$ cat config.mk
export PLATFORM = sky130hd
export DESIGN_NAME = mem_lsu
export DESIGN_NICKNAME = d
export VERILOG_FILES = /design/src/rtl/mem_lsu_pkg.sv /design/src/rtl/mem_load_align.sv /design/src/rtl/mem_lsu.sv
export SDC_FILE = /design/constraint.sdc
export NUM_CORES = 1
export LEC_CHECK = 0
export ABC_AREA = 1
export BUFFER_PORTS_ARGS = -buffer_cell sky130_fd_sc_hd__buf_2
export CORE_AREA = 2 2 154 156
export CTS_BUF_LIST = sky130_fd_sc_hd__clkbuf_4
export DETAILED_ROUTE_END_ITERATION = 12
export DIE_AREA = 0 0 156 158
export SETUP_SLACK_MARGIN = 0.3
export SYNTH_ARGS = -nofsm -noshare
export SYNTH_HDL_FRONTEND = slang
export SYNTH_SLANG_ARGS = --single-unit
export TNS_END_PERCENT = 30
$ cat constraint.sdc
create_clock -name clk -period 1.9 [get_ports clk]
set_input_delay 0.19 -clock clk [delete_from_list [all_inputs] [get_ports clk]]
set_output_delay 0.19 -clock clk [all_outputs]
set_load 0.02 [all_outputs]
$ cat src/rtl/mem_lsu_pkg.sv
`default_nettype none
// ============================================================================
// Module      : mem_lsu_pkg
// Description : Shared defines for the MEM-stage load/store unit: ALU op
//               codes for loads/stores, bus byte-select constants and small
//               decode helpers used by mem_lsu and mem_load_align.
// Revision    : 1.0 - initial release
// ============================================================================
package mem_lsu_pkg;

    localparam int unsigned ALUOP_W = 8;

    // ALU op codes carried in the EX/MEM register
    localparam logic [ALUOP_W-1:0] EXE_NOP_OP = 8'b0000_0000;
    localparam logic [ALUOP_W-1:0] EXE_ADD_OP = 8'b0010_0000;
    localparam logic [ALUOP_W-1:0] EXE_LB_OP  = 8'b1110_0000;
    localparam logic [ALUOP_W-1:0] EXE_LH_OP  = 8'b1110_0001;
    localparam logic [ALUOP_W-1:0] EXE_LW_OP  = 8'b1110_0011;
    localparam logic [ALUOP_W-1:0] EXE_LBU_OP = 8'b1110_0100;
    localparam logic [ALUOP_W-1:0] EXE_LHU_OP = 8'b1110_0101;
    localparam logic [ALUOP_W-1:0] EXE_SB_OP  = 8'b1110_1000;
    localparam logic [ALUOP_W-1:0] EXE_SH_OP  = 8'b1110_1001;
    localparam logic [ALUOP_W-1:0] EXE_SW_OP  = 8'b1110_1011;

    // Bus byte lanes, big-endian: lane 0 is bits 31:24
    localparam logic [3:0] SEL_NONE = 4'b0000;
    localparam logic [3:0] SEL_B0   = 4'b1000;
    localparam logic [3:0] SEL_B1   = 4'b0100;
    localparam logic [3:0] SEL_B2   = 4'b0010;
    localparam logic [3:0] SEL_B3   = 4'b0001;
    localparam logic [3:0] SEL_HI   = 4'b1100;
    localparam logic [3:0] SEL_LO   = 4'b0011;
    localparam logic [3:0] SEL_WORD = 4'b1111;

    function automatic logic op_is_load(input logic [ALUOP_W-1:0] op);
        return (op == EXE_LB_OP) || (op == EXE_LBU_OP) || (op == EXE_LH_OP) ||
               (op == EXE_LHU_OP) || (op == EXE_LW_OP);
    endfunction

    function automatic logic op_is_store(input logic [ALUOP_W-1:0] op);
        return (op == EXE_SB_OP) || (op == EXE_SH_OP) || (op == EXE_SW_OP);
    endfunction

    function automatic logic op_is_byte(input logic [ALUOP_W-1:0] op);
        return (op == EXE_LB_OP) || (op == EXE_LBU_OP) || (op == EXE_SB_OP);
    endfunction

    function automatic logic op_is_half(input logic [ALUOP_W-1:0] op);
        return (op == EXE_LH_OP) || (op == EXE_LHU_OP) || (op == EXE_SH_OP);
    endfunction

    function automatic logic op_is_word(input logic [ALUOP_W-1:0] op);
        return (op == EXE_LW_OP) || (op == EXE_SW_OP);
    endfunction

    // Byte-lane select for an access; halfwords only look at addr[1]
    function automatic logic [3:0] bus_sel(input logic [ALUOP_W-1:0] op,
                                           input logic [1:0]         a);
        logic [3:0] sel;
        sel = SEL_NONE;
        if (op_is_byte(op)) begin
            case (a)
                2'b00:   sel = SEL_B0;
                2'b01:   sel = SEL_B1;
                2'b10:   sel = SEL_B2;
                default: sel = SEL_B3;
            endcase
        end else if (op_is_half(op)) begin
            sel = a[1] ? SEL_LO : SEL_HI;
        end else if (op_is_word(op)) begin
            sel = SEL_WORD;
        end
        return sel;
    endfunction

    function automatic logic addr_misaligned(input logic [ALUOP_W-1:0] op,
                                             input logic [1:0]         a);
        return (op_is_half(op) && a[0]) || (op_is_word(op) && (a != 2'b00));
    endfunction

endpackage
`default_nettype wire

$ cat src/rtl/mem_load_align.sv
`default_nettype none
// ============================================================================
// Module      : mem_load_align
// Description : Combinational load formatter. Picks the addressed byte or
//               halfword out of a big-endian bus word and sign/zero-extends
//               it according to the load op.
// Ports       : op_i    - load op code
//               addr_i  - low two address bits
//               word_i  - raw bus read word
//               data_o  - formatted 32-bit load result
// Revision    : 1.0 - initial release
// ============================================================================
module mem_load_align
    import mem_lsu_pkg::*;
(
    input  logic [ALUOP_W-1:0] op_i,
    input  logic [1:0]         addr_i,
    input  logic [31:0]        word_i,
    output logic [31:0]        data_o
);

    logic [7:0]  byte_sel;
    logic [15:0] half_sel;

    always_comb begin
        case (addr_i)
            2'b00:   byte_sel = word_i[31:24];
            2'b01:   byte_sel = word_i[23:16];
            2'b10:   byte_sel = word_i[15:8];
            default: byte_sel = word_i[7:0];
        endcase
        half_sel = addr_i[1] ? word_i[15:0] : word_i[31:16];
    end

    always_comb begin
        case (op_i)
            EXE_LB_OP:  data_o = {{24{byte_sel[7]}}, byte_sel};
            EXE_LBU_OP: data_o = {24'h0, byte_sel};
            EXE_LH_OP:  data_o = {{16{half_sel[15]}}, half_sel};
            EXE_LHU_OP: data_o = {16'h0, half_sel};
            default:    data_o = word_i;
        endcase
    end

endmodule
`default_nettype wire

$ cat src/rtl/mem_lsu.sv
`default_nettype none
// ============================================================================
// Module      : mem_lsu
// Description : MEM-stage load/store unit. Non-memory ops pass straight
//               through; loads/stores issue one registered bus request,
//               stall the pipeline until the one-cycle ack and, if the
//               stage is held by CTRL, keep the result in a buffer.
// Ports       : clk/rst           - clock, async active-low reset
//               aluop_i..whilo_i  - EX/MEM register contents
//               stall_i/stallreq_o- CTRL stall vector (bit 4) / request
//               bus_*             - registered data bus request + response
//               wd_o..whilo_o     - results to MEM/WB
//               excp_ad*_o        - load/store address-error flags
// Config      : MEM_ADDR_EXC_EN   - when defined, misaligned half/word
//                                   accesses raise an address error instead
//                                   of going to the bus
// Revision    : 1.0 - initial release
// ============================================================================
module mem_lsu
    import mem_lsu_pkg::*;
(
    input  logic               clk,
    input  logic               rst,
    input  logic [ALUOP_W-1:0] aluop_i,
    input  logic [31:0]        addr_i,
    input  logic [31:0]        reg2_i,
    input  logic [4:0]         wd_i,
    input  logic               wreg_i,
    input  logic [31:0]        wdata_i,
    input  logic [31:0]        hi_i,
    input  logic [31:0]        lo_i,
    input  logic               whilo_i,
    input  logic [5:0]         stall_i,
    output logic               stallreq_o,
    output logic               bus_req_o,
    output logic               bus_we_o,
    output logic [31:0]        bus_addr_o,
    output logic [31:0]        bus_data_o,
    output logic [3:0]         bus_sel_o,
    input  logic [31:0]        bus_data_i,
    input  logic               bus_ack_i,
    output logic [4:0]         wd_o,
    output logic               wreg_o,
    output logic [31:0]        wdata_o,
    output logic [31:0]        hi_o,
    output logic [31:0]        lo_o,
    output logic               whilo_o,
    output logic               excp_adel_o,
    output logic               excp_ades_o
);

    localparam logic [1:0] S_IDLE = 2'd0;
    localparam logic [1:0] S_BUSY = 2'd1;
    localparam logic [1:0] S_HOLD = 2'd2;

    logic [1:0]  state_q, state_d;
    logic        bus_req_q, bus_we_q;
    logic [31:0] bus_addr_q, bus_data_q, buf_q;
    logic [3:0]  bus_sel_q;

    logic        is_load, is_store, addr_err, mem_go;
    logic        issue, complete;
    logic [31:0] load_data, store_word, ack_result;

    // Only bit 4 of the CTRL vector concerns this stage
    logic        unused_stall;
    assign unused_stall = ^{stall_i[5], stall_i[3:0]};

    assign is_load  = op_is_load(aluop_i);
    assign is_store = op_is_store(aluop_i);

`ifdef MEM_ADDR_EXC_EN
    assign addr_err    = (is_load || is_store) && addr_misaligned(aluop_i, addr_i[1:0]);
    // Flags only make sense while the op is sitting in IDLE; a faulting op
    // never leaves IDLE, so qualifying with the state is purely defensive.
    assign excp_adel_o = (state_q == S_IDLE) && addr_err && is_load;
    assign excp_ades_o = (state_q == S_IDLE) && addr_err && is_store;
`else
    assign addr_err    = 1'b0;
    assign excp_adel_o = 1'b0;
    assign excp_ades_o = 1'b0;
`endif

    assign mem_go   = (is_load || is_store) && !addr_err;
    assign issue    = (state_q == S_IDLE) && mem_go;
    assign complete = (state_q == S_BUSY) && bus_ack_i;

    mem_load_align u_align (
        .op_i   (aluop_i),
        .addr_i (addr_i[1:0]),
        .word_i (bus_data_i),
        .data_o (load_data)
    );

    // Store data is replicated across all lanes; bus_sel picks the live ones
    always_comb begin
        if (op_is_byte(aluop_i)) begin
            store_word = {4{reg2_i[7:0]}};
        end else if (op_is_half(aluop_i)) begin
            store_word = {2{reg2_i[15:0]}};
        end else begin
            store_word = reg2_i;
        end
    end

    assign ack_result = is_load ? load_data : wdata_i;

    // ---------------------------------------------------------------- FSM
    always_ff @(posedge clk or negedge rst) begin
        if (!rst) begin
            state_q <= S_IDLE;
        end else begin
            state_q <= state_d;
        end
    end

    always_comb begin
        state_d = state_q;
        case (state_q)
            S_IDLE: if (mem_go) state_d = S_BUSY;
            S_BUSY: if (bus_ack_i) state_d = stall_i[4] ? S_HOLD : S_IDLE;
            S_HOLD: if (!stall_i[4]) state_d = S_IDLE;
            default: state_d = S_IDLE;
        endcase
    end

    always_comb begin
        stallreq_o = 1'b0;
        wreg_o     = wreg_i;
        wdata_o    = wdata_i;
        case (state_q)
            S_IDLE: begin
                stallreq_o = mem_go;
                if (addr_err) wreg_o = 1'b0;
            end
            S_BUSY: begin
                if (bus_ack_i) wdata_o = ack_result;
                else           stallreq_o = 1'b1;
            end
            S_HOLD: wdata_o = buf_q;
            default: ;
        endcase
    end

    // ------------------------------------------------ bus request + buffer
    always_ff @(posedge clk or negedge rst) begin
        if (!rst) begin
            bus_req_q  <= 1'b0;
            bus_we_q   <= 1'b0;
            bus_addr_q <= 32'h0;
            bus_data_q <= 32'h0;
            bus_sel_q  <= SEL_NONE;
            buf_q      <= 32'h0;
        end else if (issue) begin
            bus_req_q  <= 1'b1;
            bus_we_q   <= is_store;
            bus_addr_q <= {addr_i[31:2], 2'b00};
            bus_data_q <= is_store ? store_word : 32'h0;
            bus_sel_q  <= bus_sel(aluop_i, addr_i[1:0]);
        end else if (complete) begin
            bus_req_q  <= 1'b0;
            bus_we_q   <= 1'b0;
            buf_q      <= ack_result;
        end
    end

    assign bus_req_o  = bus_req_q;
    assign bus_we_o   = bus_we_q;
    assign bus_addr_o = bus_addr_q;
    assign bus_data_o = bus_data_q;
    assign bus_sel_o  = bus_sel_q;

    assign wd_o    = wd_i;
    assign hi_o    = hi_i;
    assign lo_o    = lo_i;
    assign whilo_o = whilo_i;

endmodule
`default_nettype wire

# --- Word-level counts from Yosys, hierarchy flattened ---
# Cells that the tools add are included.
# Widths: inputs -> output; s select.
word_totals:
  ff_bits: 102
  latch_bits: 0
  mem_bits_rw: 0
  rom_bits: 0
  output_inout_bits: 176
  wordCells: 65
  memories: 0
op_classes:
  addsub: 0
  mul: 0
  n_div: 0
  n_lt_le_gt_ge: 0
  eq_ne: 15
  n_shift: 0
  muxes: 24
  bitwise_logic: 1
  reduce_logical: 18
op_table:
  columns: ["operator", "n"]
  rows:
  - ["$mux 32", 5]
  - ["$pmux 32 s4", 1]
  - ["$eq 8x8->1 const B", 8]
  - ["$pmux 32 s2", 1]
  - ["$pmux 8 s3", 1]
  - ["$mux 16", 1]
  - ["$mux 4", 4]
  - ["$pmux 4 s3", 1]
  - ["$logic_or 1x1->1", 11]
  - ["$mux 2", 4]
  - ["$ne 2x2->1 const B", 3]
  - ["$pmux 2 s3", 1]
  - ["$eq 2x1->1 const B", 2]
  - ["$eq 2x2->1 const B", 2]
  - ["$logic_not 2->1", 2]
  - ["$mux 1", 4]
  - ["$reduce_and 3->1", 1]
  - ["$logic_and 1x1->1", 2]
  - ["$pmux 1 s2", 1]
  - ["$reduce_and 2->1", 1]
  - ["$reduce_bool 2->1", 1]
  - ["$not 1->1", 1]

# --- Depth between registers and ports, before layout ---
# Gate-level depths: netlist (run 1).
depth:
  ltp_word: 9
  mapped_depth: 14
  mapped_depth_nobuf: 13

# --- Cells and area by module ---
# Synthesis (run 1) repeated with hierarchy kept, for this count alone.
hier_totals:
  hier_cells: 1249
  area_unflattened_um2: 8051.5
by_module_without_submodules:
  columns: ["mod", "instances", "cells_each", "area_each_um2"]
  rows:
  - ["mem_lsu", 1, 1043, 7031.7]
  - ["mem_load_align", 1, 206, 1019.7]

# --- Worst setup path after synthesis (run 1) ---
# Ideal clock, no wire load.
synth_path:
  path_kind: "register to output"
  start: "register state_q[1]"
  end: "output port wdata_o[0]"
  arrival_time_ps: 1671
  slack_ps: 39
  stages_incl_launch_ff: 8
  n_path_buf: 1
  path_cell_list: "dfrtp_1 -> inv_1 -> ha_1 -> inv_1 -> nor2_1 -> clkbuf_1 -> a221oi_1 -> a21oi_1"
synth_via:
  elab_chain_cells: 2
  word_cells_on_any_way: 3
synth_lines:
  columns: ["item", "line_no", "rtl"]
  rows:
  - ["from (decl)", "mem_lsu.sv:56", "logic [1:0] state_q, state_d;"]
  - ["from (signal assigned)", "mem_lsu.sv:113", "state_q <= state_d;"]
  - ["$eq 2x2->1 / $eq 2x1->1 (equally long branches)", "mem_lsu.sv:131", "case (state_q)"]
  - ["$pmux 32 s2 *", "mem_lsu.sv:131", null]
  - ["to (decl)", "mem_lsu.sv:44", "output logic [31:0] wdata_o,"]
# Every way passes the cells marked *; elsewhere a longest branch is shown, timed or not.

# --- Final worst setup path (run 1) ---
layout_path:
  start: "register state_q[1]"
  end: "output port wdata_o[31]"
# The elaborated chain is that of the path after synthesis.

==> impl_metrics.py, run 1 <==
metrics = {
    "outcome": {
        "status": "finished with violations",
        "violations": "setup timing",
    },
    "cts": {
        "cts_sinks": 102,
        "clk_pin_slew_worst_paths_ns": 0.19,
        "htreeDepth": 3,
        "cts_tree": "done",
        "cts_buffers": 9,
        "insertion_delay_ns": 0.50,
        "root_buffer": "clkbuf_4",
        "cts.path.max_buffers": 2,
    },
    "power_and_ir_drop": {
        "seqPwrFrac_pct": 23.4,
        "power_leakage_nw": 5.49,
        "p_clk_share_pct": 9.0,
        "p_per_area_nw_per_um2": 1430,
        "switching_power_mw": 6.76,
        "intPower_mw": 7.97,
        "switching_share_pct": 45.9,
        "total_power_mw": 14.7,
        "max-vdd-ir-drop_mv": 0.575,
        "pwr-share-comb_pct": 67.6,
    },
    "synthesis": {
        "ys_ff_latch": 102,
        "ys_types": 33,
        "ys.flop_type": "dfrtp_1",
        "yosysWarnings": 0,
        "synth_edf_count": 0,
        "async_reset_ff_share_pct": 100,
        "synth.area.top_cells": "dfrtp_1 (36%), nand2_1 (25%), buf_4 (9.0%)",
        "synth_top_area_share_pct": 36.1,
        "synth_top_cell_by_area": "dfrtp_1",
        "syn_inst": 1069,
        "syn_area_um2": 7080,
        "yosysMostFrequentCell": "nand2_1",
        "ys_seq_area_share_pct": 36.1,
        "synth_commonest_cells": "nand2_1 (466), dfrtp_1 (102), buf_4 (85)",
        "avgSynthCellArea_um2": 6.62,
    },
    "placed_design": {
        "hpwl_um": 18200,
        "postPlaceCellArea_um2": 8840,
        "place.port_buffers": 240,
        "globalplace.congestion": 0.876,
        "place_ws_ns": -0.280,
    },
    "layout": {
        "final_area_um2": 10300,
        "fin_nets": 1536,
        "fillers": 2305,
        "drive_above_1_share_pct": 31.2,
        "fin_util_pct": 44.8,
        "syn_to_final_growth_pct": 45.8,
    },
    "critical_path": {
        "crit_path_max_fanout": 5,
        "critPathRequiredTime_ns": 1.71,
        "cp-end-kind": "output port",
        "critPathKind": "flip-flop to output port",
        "startpoint": "state_q[1]",
        "critPathLaunchType": "flip-flop",
        "reg2reg_from": "state_q[1]",
        "cp_data_arrival_time_ns": 2.07,
    },
    "grt": {
        "grt_use_total_pct": 20.8,
        "grt_pass1_wl_um": 39900,
        "grt_pass1_vias": 7382,
        "grt_overflow_total": 0,
        "grt_max_degree": 39,
        "antenna_found_initial": 10,
    },
    "floorplanning": {
        "start_util_pct": 30.7,
        "pin_count": 392,
        "die_x_um": 156,
        "dieArea_um2": 24600,
        "core_um2": 23100,
        "rows": 56,
        "die_h_um": 158,
    },
    "timing": {
        "hold_viol": 0,
        "period_share_pct": 119,
        "relSlewSlack_pct": 66.6,
        "whs_ns": 0.0357,
        "rsz0062_at_grt": "true",
        "fmax_mhz": 442,
        "worstMarginPinSlew_ns": 0.500,
        "finalSetupViolCount": 33,
        "slew_viol_final": 0,
        "fin_crit_ns": 2.26,
        "setup_ws_ns": -0.363,
        "skew_ns": 0.0244,
    },
    "drt": {
        "wl_per_cell_um": 16.1,
        "wl_met3_um": 1620,
        "vias": 7743,
        "routed_wl_um": 26000,
        "wl_met1_um": 11000,
        "wl_met2_um": 12400,
        "drc": 0,
        "highest_layer": "met5",
        "drt_iter0_drc": 564,
        "via_per_inst": 4.78,
        "drtPass1Iterations": 5,
        "ant_nets": 0,
    },
    "min_path": {
        "min_from": "reg2_i[8]",
        "hold_path_class": "input port to flip-flop",
    },
    "run": {
        "drv_cap": 0,
    },
}
## power by group through the flow
stage	logic (mW)	registers (mW)	clock network, mW
2_1_floorplan	4.63	3.91	0
3_3_place_gp	7.29	3.40	0
3_5_place_dp	7.37	3.41	0
4_1_cts	9.88	3.43	1.39
5_1_grt	10.6	3.53	1.45
6_report	9.95	3.44	1.33
## sequential cells by signal, indices dropped and copies added (netlist names)
name	cells
buf_q	32
bus_addr_o	30
bus_data_o	32
bus_req_o	1
bus_sel_o	4
bus_we_o	1
state_q	2
## metrics by stage
| step | cells | TNS [ns] |
|---|---|---|
| 5_1_grt | 1617 | -13.11 |
| 4_1_cts | 1608 | -11.27 |
| 6_report | 1619 | -9.87 |
| 3_3_place_gp | 1527 | -3.14 |
| 2_1_floorplan | 1072 | 0 |
| 3_5_place_dp | 1527 | -4.93 |
## metal layers
| metal | global-route usage [%] | up-vias |
|---|---|---|
| li1 | - | 3806 |
| met1 | 26.4 | 3605 |
| met2 | 34.2 | 258 |
| met3 | 4.35 | 70 |
| met4 | 9.04 | 4 |
| met5 | 0 | - |
## kinds of logic (layout without fill, tap and decap cells)
logic type / count (synthesis) / after routing / share of synthesized area [%]
other cells: 1 / 11 / 0.0530
flops: 102 / 102 / 36.1
simple gates: 582 / 582 / 32.8
fa+ha+maj: 3 / 3 / 0.531
compound gates: 166 / 166 / 13.9
buf+inv: 215 / 465 / 16.6
## worst paths after layout
kind	end	slack, ns	cells past startpoint
setup reg to reg	buf_q[23]	0.23	9
hold / removal	bus_data_o[8]	0.04	5
hold reg to reg	bus_addr_o[15]	0.49	2
setup / recovery	wdata_o[31]	-0.36	8
min in group asynchronous	bus_addr_o[24]	0.15	2
max in group asynchronous	bus_addr_o[29]	1.15	3
## final cells by class
class / instances / area, um^2 / area share, %
Antenna cell: 7 / 17.5 / 0.170
Timing Repair Buffer: 361 / 2790 / 27.1
Inverter: 88 / 353 / 3.42
Clock inverter: 7 / 90.1 / 0.873
Sequential cell: 102 / 2550 / 24.7
Tap cell: 290 / 363 / 3.52
Clock buffer: 9 / 67.6 / 0.655
Multi-Input combinational cell: 755 / 4080 / 39.6
## worst max-delay path: stages, from the launching register on
cell and delay, ns:
dfrtp_1 0.40, inv_2 0.05, buf_6 0.11, ha_4 0.31, inv_8 0.07, buf_12 0.15
a221oi_4 0.25, a21oi_4 0.09, buf_6 0.13
## cell usage in the layout (no fill, tap or decap), types with 9 or more instances in the layout
cell type,count
dfrtp_1,102
o21ai_0,52
nand3_1,30
inv_2,11
buf_4,49
inv_1,74
a21oi_1,17
clkbuf_4,9
a221oi_4,20
buf_6,26
nand2_1,460
o31ai_1,10
buf_12,17
a21oi_4,20
o21ai_1,26
nor2_1,58
buf_2,206
dlygate4sd3_1,55
## repair_timing
action,in CTS,in global routing
setup buffers,5,3
gates resized for setup,111,3
cloned,5,1
pin swaps,12,2
hold endpoints to repair,110,0
endpoints found under the setup margin,68,67
hold buffers,55,0
No activity file was read; power rests on OpenSTA's default activity.
==> inputs of run 2 (changes only) <==
Settings changed: TNS_END_PERCENT 30 to 50.
==> run 2 against run 1 <==
Net effect:
- the run still ends with setup timing left
- design area increased by 0.49%
- largest cell class unchanged
- worst hold slack worse by 0.0046 ns
- die area stayed put
==> impl_metrics.py, run 2 (synthesis results as in run 1) <==
metrics = {
    "outcome": {
        "status": "finished with violations",
        "violations": "setup timing",
    },
    "drt": {
        "drt_iter0_drc": 535,
        "wl_per_cell_um": 16.1,
        "vias": 7727,
        "routed_wl_um": 26200,
        "drc": 0,
        "via_per_inst": 4.76,
        "drtPass1Iterations": 6,
        "ant_nets": 0,
    },
    "placed_design": {
        "postPlaceCellArea_um2": 8840,
        "hpwl_um": 18200,
        "globalplace.congestion": 0.876,
        "place.port_buffers": 240,
        "place_ws_ns": -0.280,
    },
    "timing": {
        "worstMarginPinSlew_ns": 0.510,
        "slew_viol_final": 0,
        "hold_viol": 0,
        "whs_ns": 0.0311,
        "skew_ns": 0.0280,
        "fmax_mhz": 441,
        "finalSetupViolCount": 32,
        "period_share_pct": 119,
        "rsz0062_at_grt": "true",
        "relSlewSlack_pct": 65.9,
        "setup_ws_ns": -0.369,
        "fin_crit_ns": 2.27,
    },
    "floorplanning": {
        "rows": 56,
        "core_um2": 23100,
        "dieArea_um2": 24600,
        "pin_count": 392,
        "start_util_pct": 30.7,
        "die_h_um": 158,
        "die_x_um": 156,
    },
    "critical_path": {
        "cp_common_cell": "buf_6",
        "critPathTopFamily": "buffers and inverters",
        "critPathLaunchType": "flip-flop",
        "cp_data_arrival_time_ns": 2.08,
        "critPathKind": "flip-flop to output port",
        "reg2reg_from": "state_q[1]",
        "cp-end-kind": "output port",
        "cpMaxStageDelayCell": "dfrtp_1",
        "cp_slowest_stage_delay_ns": 0.40,
        "critPathRequiredTime_ns": 1.71,
        "path_buf_inv": 5,
        "startpoint": "state_q[1]",
        "crit_path_max_fanout": 5,
        "crit_path_cell_trace": "inv_2 > buf_6 > ha_4 > inv_8 > buf_12 > a221oi_4 > a21oi_4 > buf_6",
    },
    "power_and_ir_drop": {
        "power_leakage_nw": 5.52,
        "max-vdd-ir-drop_mv": 0.585,
        "total_power_mw": 14.8,
        "intPower_mw": 8.01,
        "switching_power_mw": 6.78,
        "switching_share_pct": 45.8,
        "p_clk_share_pct": 9.0,
        "p_per_area_nw_per_um2": 1430,
        "seqPwrFrac_pct": 23.3,
        "pwr-share-comb_pct": 67.7,
    },
    "cts": {
        "clk_pin_slew_worst_paths_ns": 0.19,
        "cts_buffers": 9,
        "root_buffer": "clkbuf_4",
        "cts.path.max_buffers": 2,
        "htreeDepth": 3,
        "insertion_delay_ns": 0.50,
        "cts_tree": "done",
        "cts_sinks": 102,
    },
    "grt": {
        "grt_max_degree": 39,
        "grt_pass1_vias": 7416,
        "grt_pass1_wl_um": 40200,
        "grt_use_total_pct": 21.0,
        "grt_util_met2_pct": 34.4,
        "grtUsageMet3_pct": 4.24,
        "grt_use_met1_pct": 26.8,
        "antenna_found_initial": 10,
        "grt_overflow_total": 0,
        "globalRoute.busiestLayer": "met2",
    },
    "layout": {
        "multi_input_area_um2": 4080,
        "syn_to_final_growth_pct": 46.5,
        "final_common_cell": "nand2_1",
        "fin_util_pct": 45.0,
        "regArea_um2": 2550,
        "fillers": 2295,
        "mostFrequentLayoutCells": "nand2_1 (460), buf_2 (206), dfrtp_1 (102), inv_1 (74), nor2_1 (58)",
        "fin_nets": 1540,
        "drive_above_1_share_pct": 31.4,
        "final_area_um2": 10400,
    },
    "run": {
        "drv_cap": 0,
    },
    "min_path": {
        "hold_path_class": "input port to flip-flop",
        "min_from": "reg2_i[8]",
    },
}
## run 2: changes by cell type in the layout (fill, tap and decap cells not counted), sizes merged
cell    previous run  this run
buf              304       307
bufbuf             1         2
## run 2: worst paths after layout
| path | end | slack, ns | cells after the start |
|---|---|---|---|
| max | wdata_o[31] | -0.37 | 8 |
| min | bus_data_o[8] | 0.03 | 5 |
| max reg2reg | buf_q[24] | 0.09 | 10 |
| min reg2reg | bus_addr_o[15] | 0.49 | 2 |
| max in group asynchronous | bus_addr_o[29] | 1.15 | 3 |
| min in group asynchronous | bus_addr_o[24] | 0.14 | 2 |
## run 2: worst min-delay path, cell delays in order
cell and delay, ns:
buf_2 0.10, inv_1 0.06, o21bai_1 0.07, inv_1 0.05, o21ai_1 0.05
## run 2: timing repair
action / 4_1_cts / 5_1_grt
hold buffers: 55 / 0
hold endpoints to repair: 110 / 0
pin swaps: 13 / 3
buffers inserted: 7 / 4
setup endpoints to repair: 68 / 67
gates resized for setup: 111 / 3
cloned: 6 / 1
## run 2: power groups by stage
stage	Sequential, mW	Clock [mW]	Combinational (mW)
floorplan	3.91	0	4.63
global placement	3.40	0	7.29
detailed placement	3.41	0	7.37
CTS	3.43	1.39	9.92
global route	3.53	1.46	10.7
finish	3.44	1.34	10.0
## run 2: through the flow
step	cells	setup TNS, ns
5_1_grt	1621	-12.98
3_5_place_dp	1527	-4.93
6_report	1623	-10.04
4_1_cts	1611	-11.18
2_1_floorplan	1072	0
3_3_place_gp	1527	-3.14
## run 2: metal layers
| layer | share of wire (%) | up-vias |
|---|---|---|
| met1 | 42 | 3560 |
| met5 | 0.080 | - |
| met2 | 47 | 273 |
| met4 | 3.8 | 4 |
| met3 | 6.2 | 77 |
| li1 | - | 3813 |
## run 2: layout make-up
| type | count | share of cell area [%] |
|---|---|---|
| clock inverter | 7 | 0.869 |
| clock buffer | 9 | 0.652 |
| timing repair buffer | 365 | 27.4 |
| sequential | 102 | 24.6 |
| inverter | 88 | 3.40 |
| multi-input combinational | 755 | 39.3 |
| tap | 290 | 3.50 |
| antenna | 7 | 0.169 |
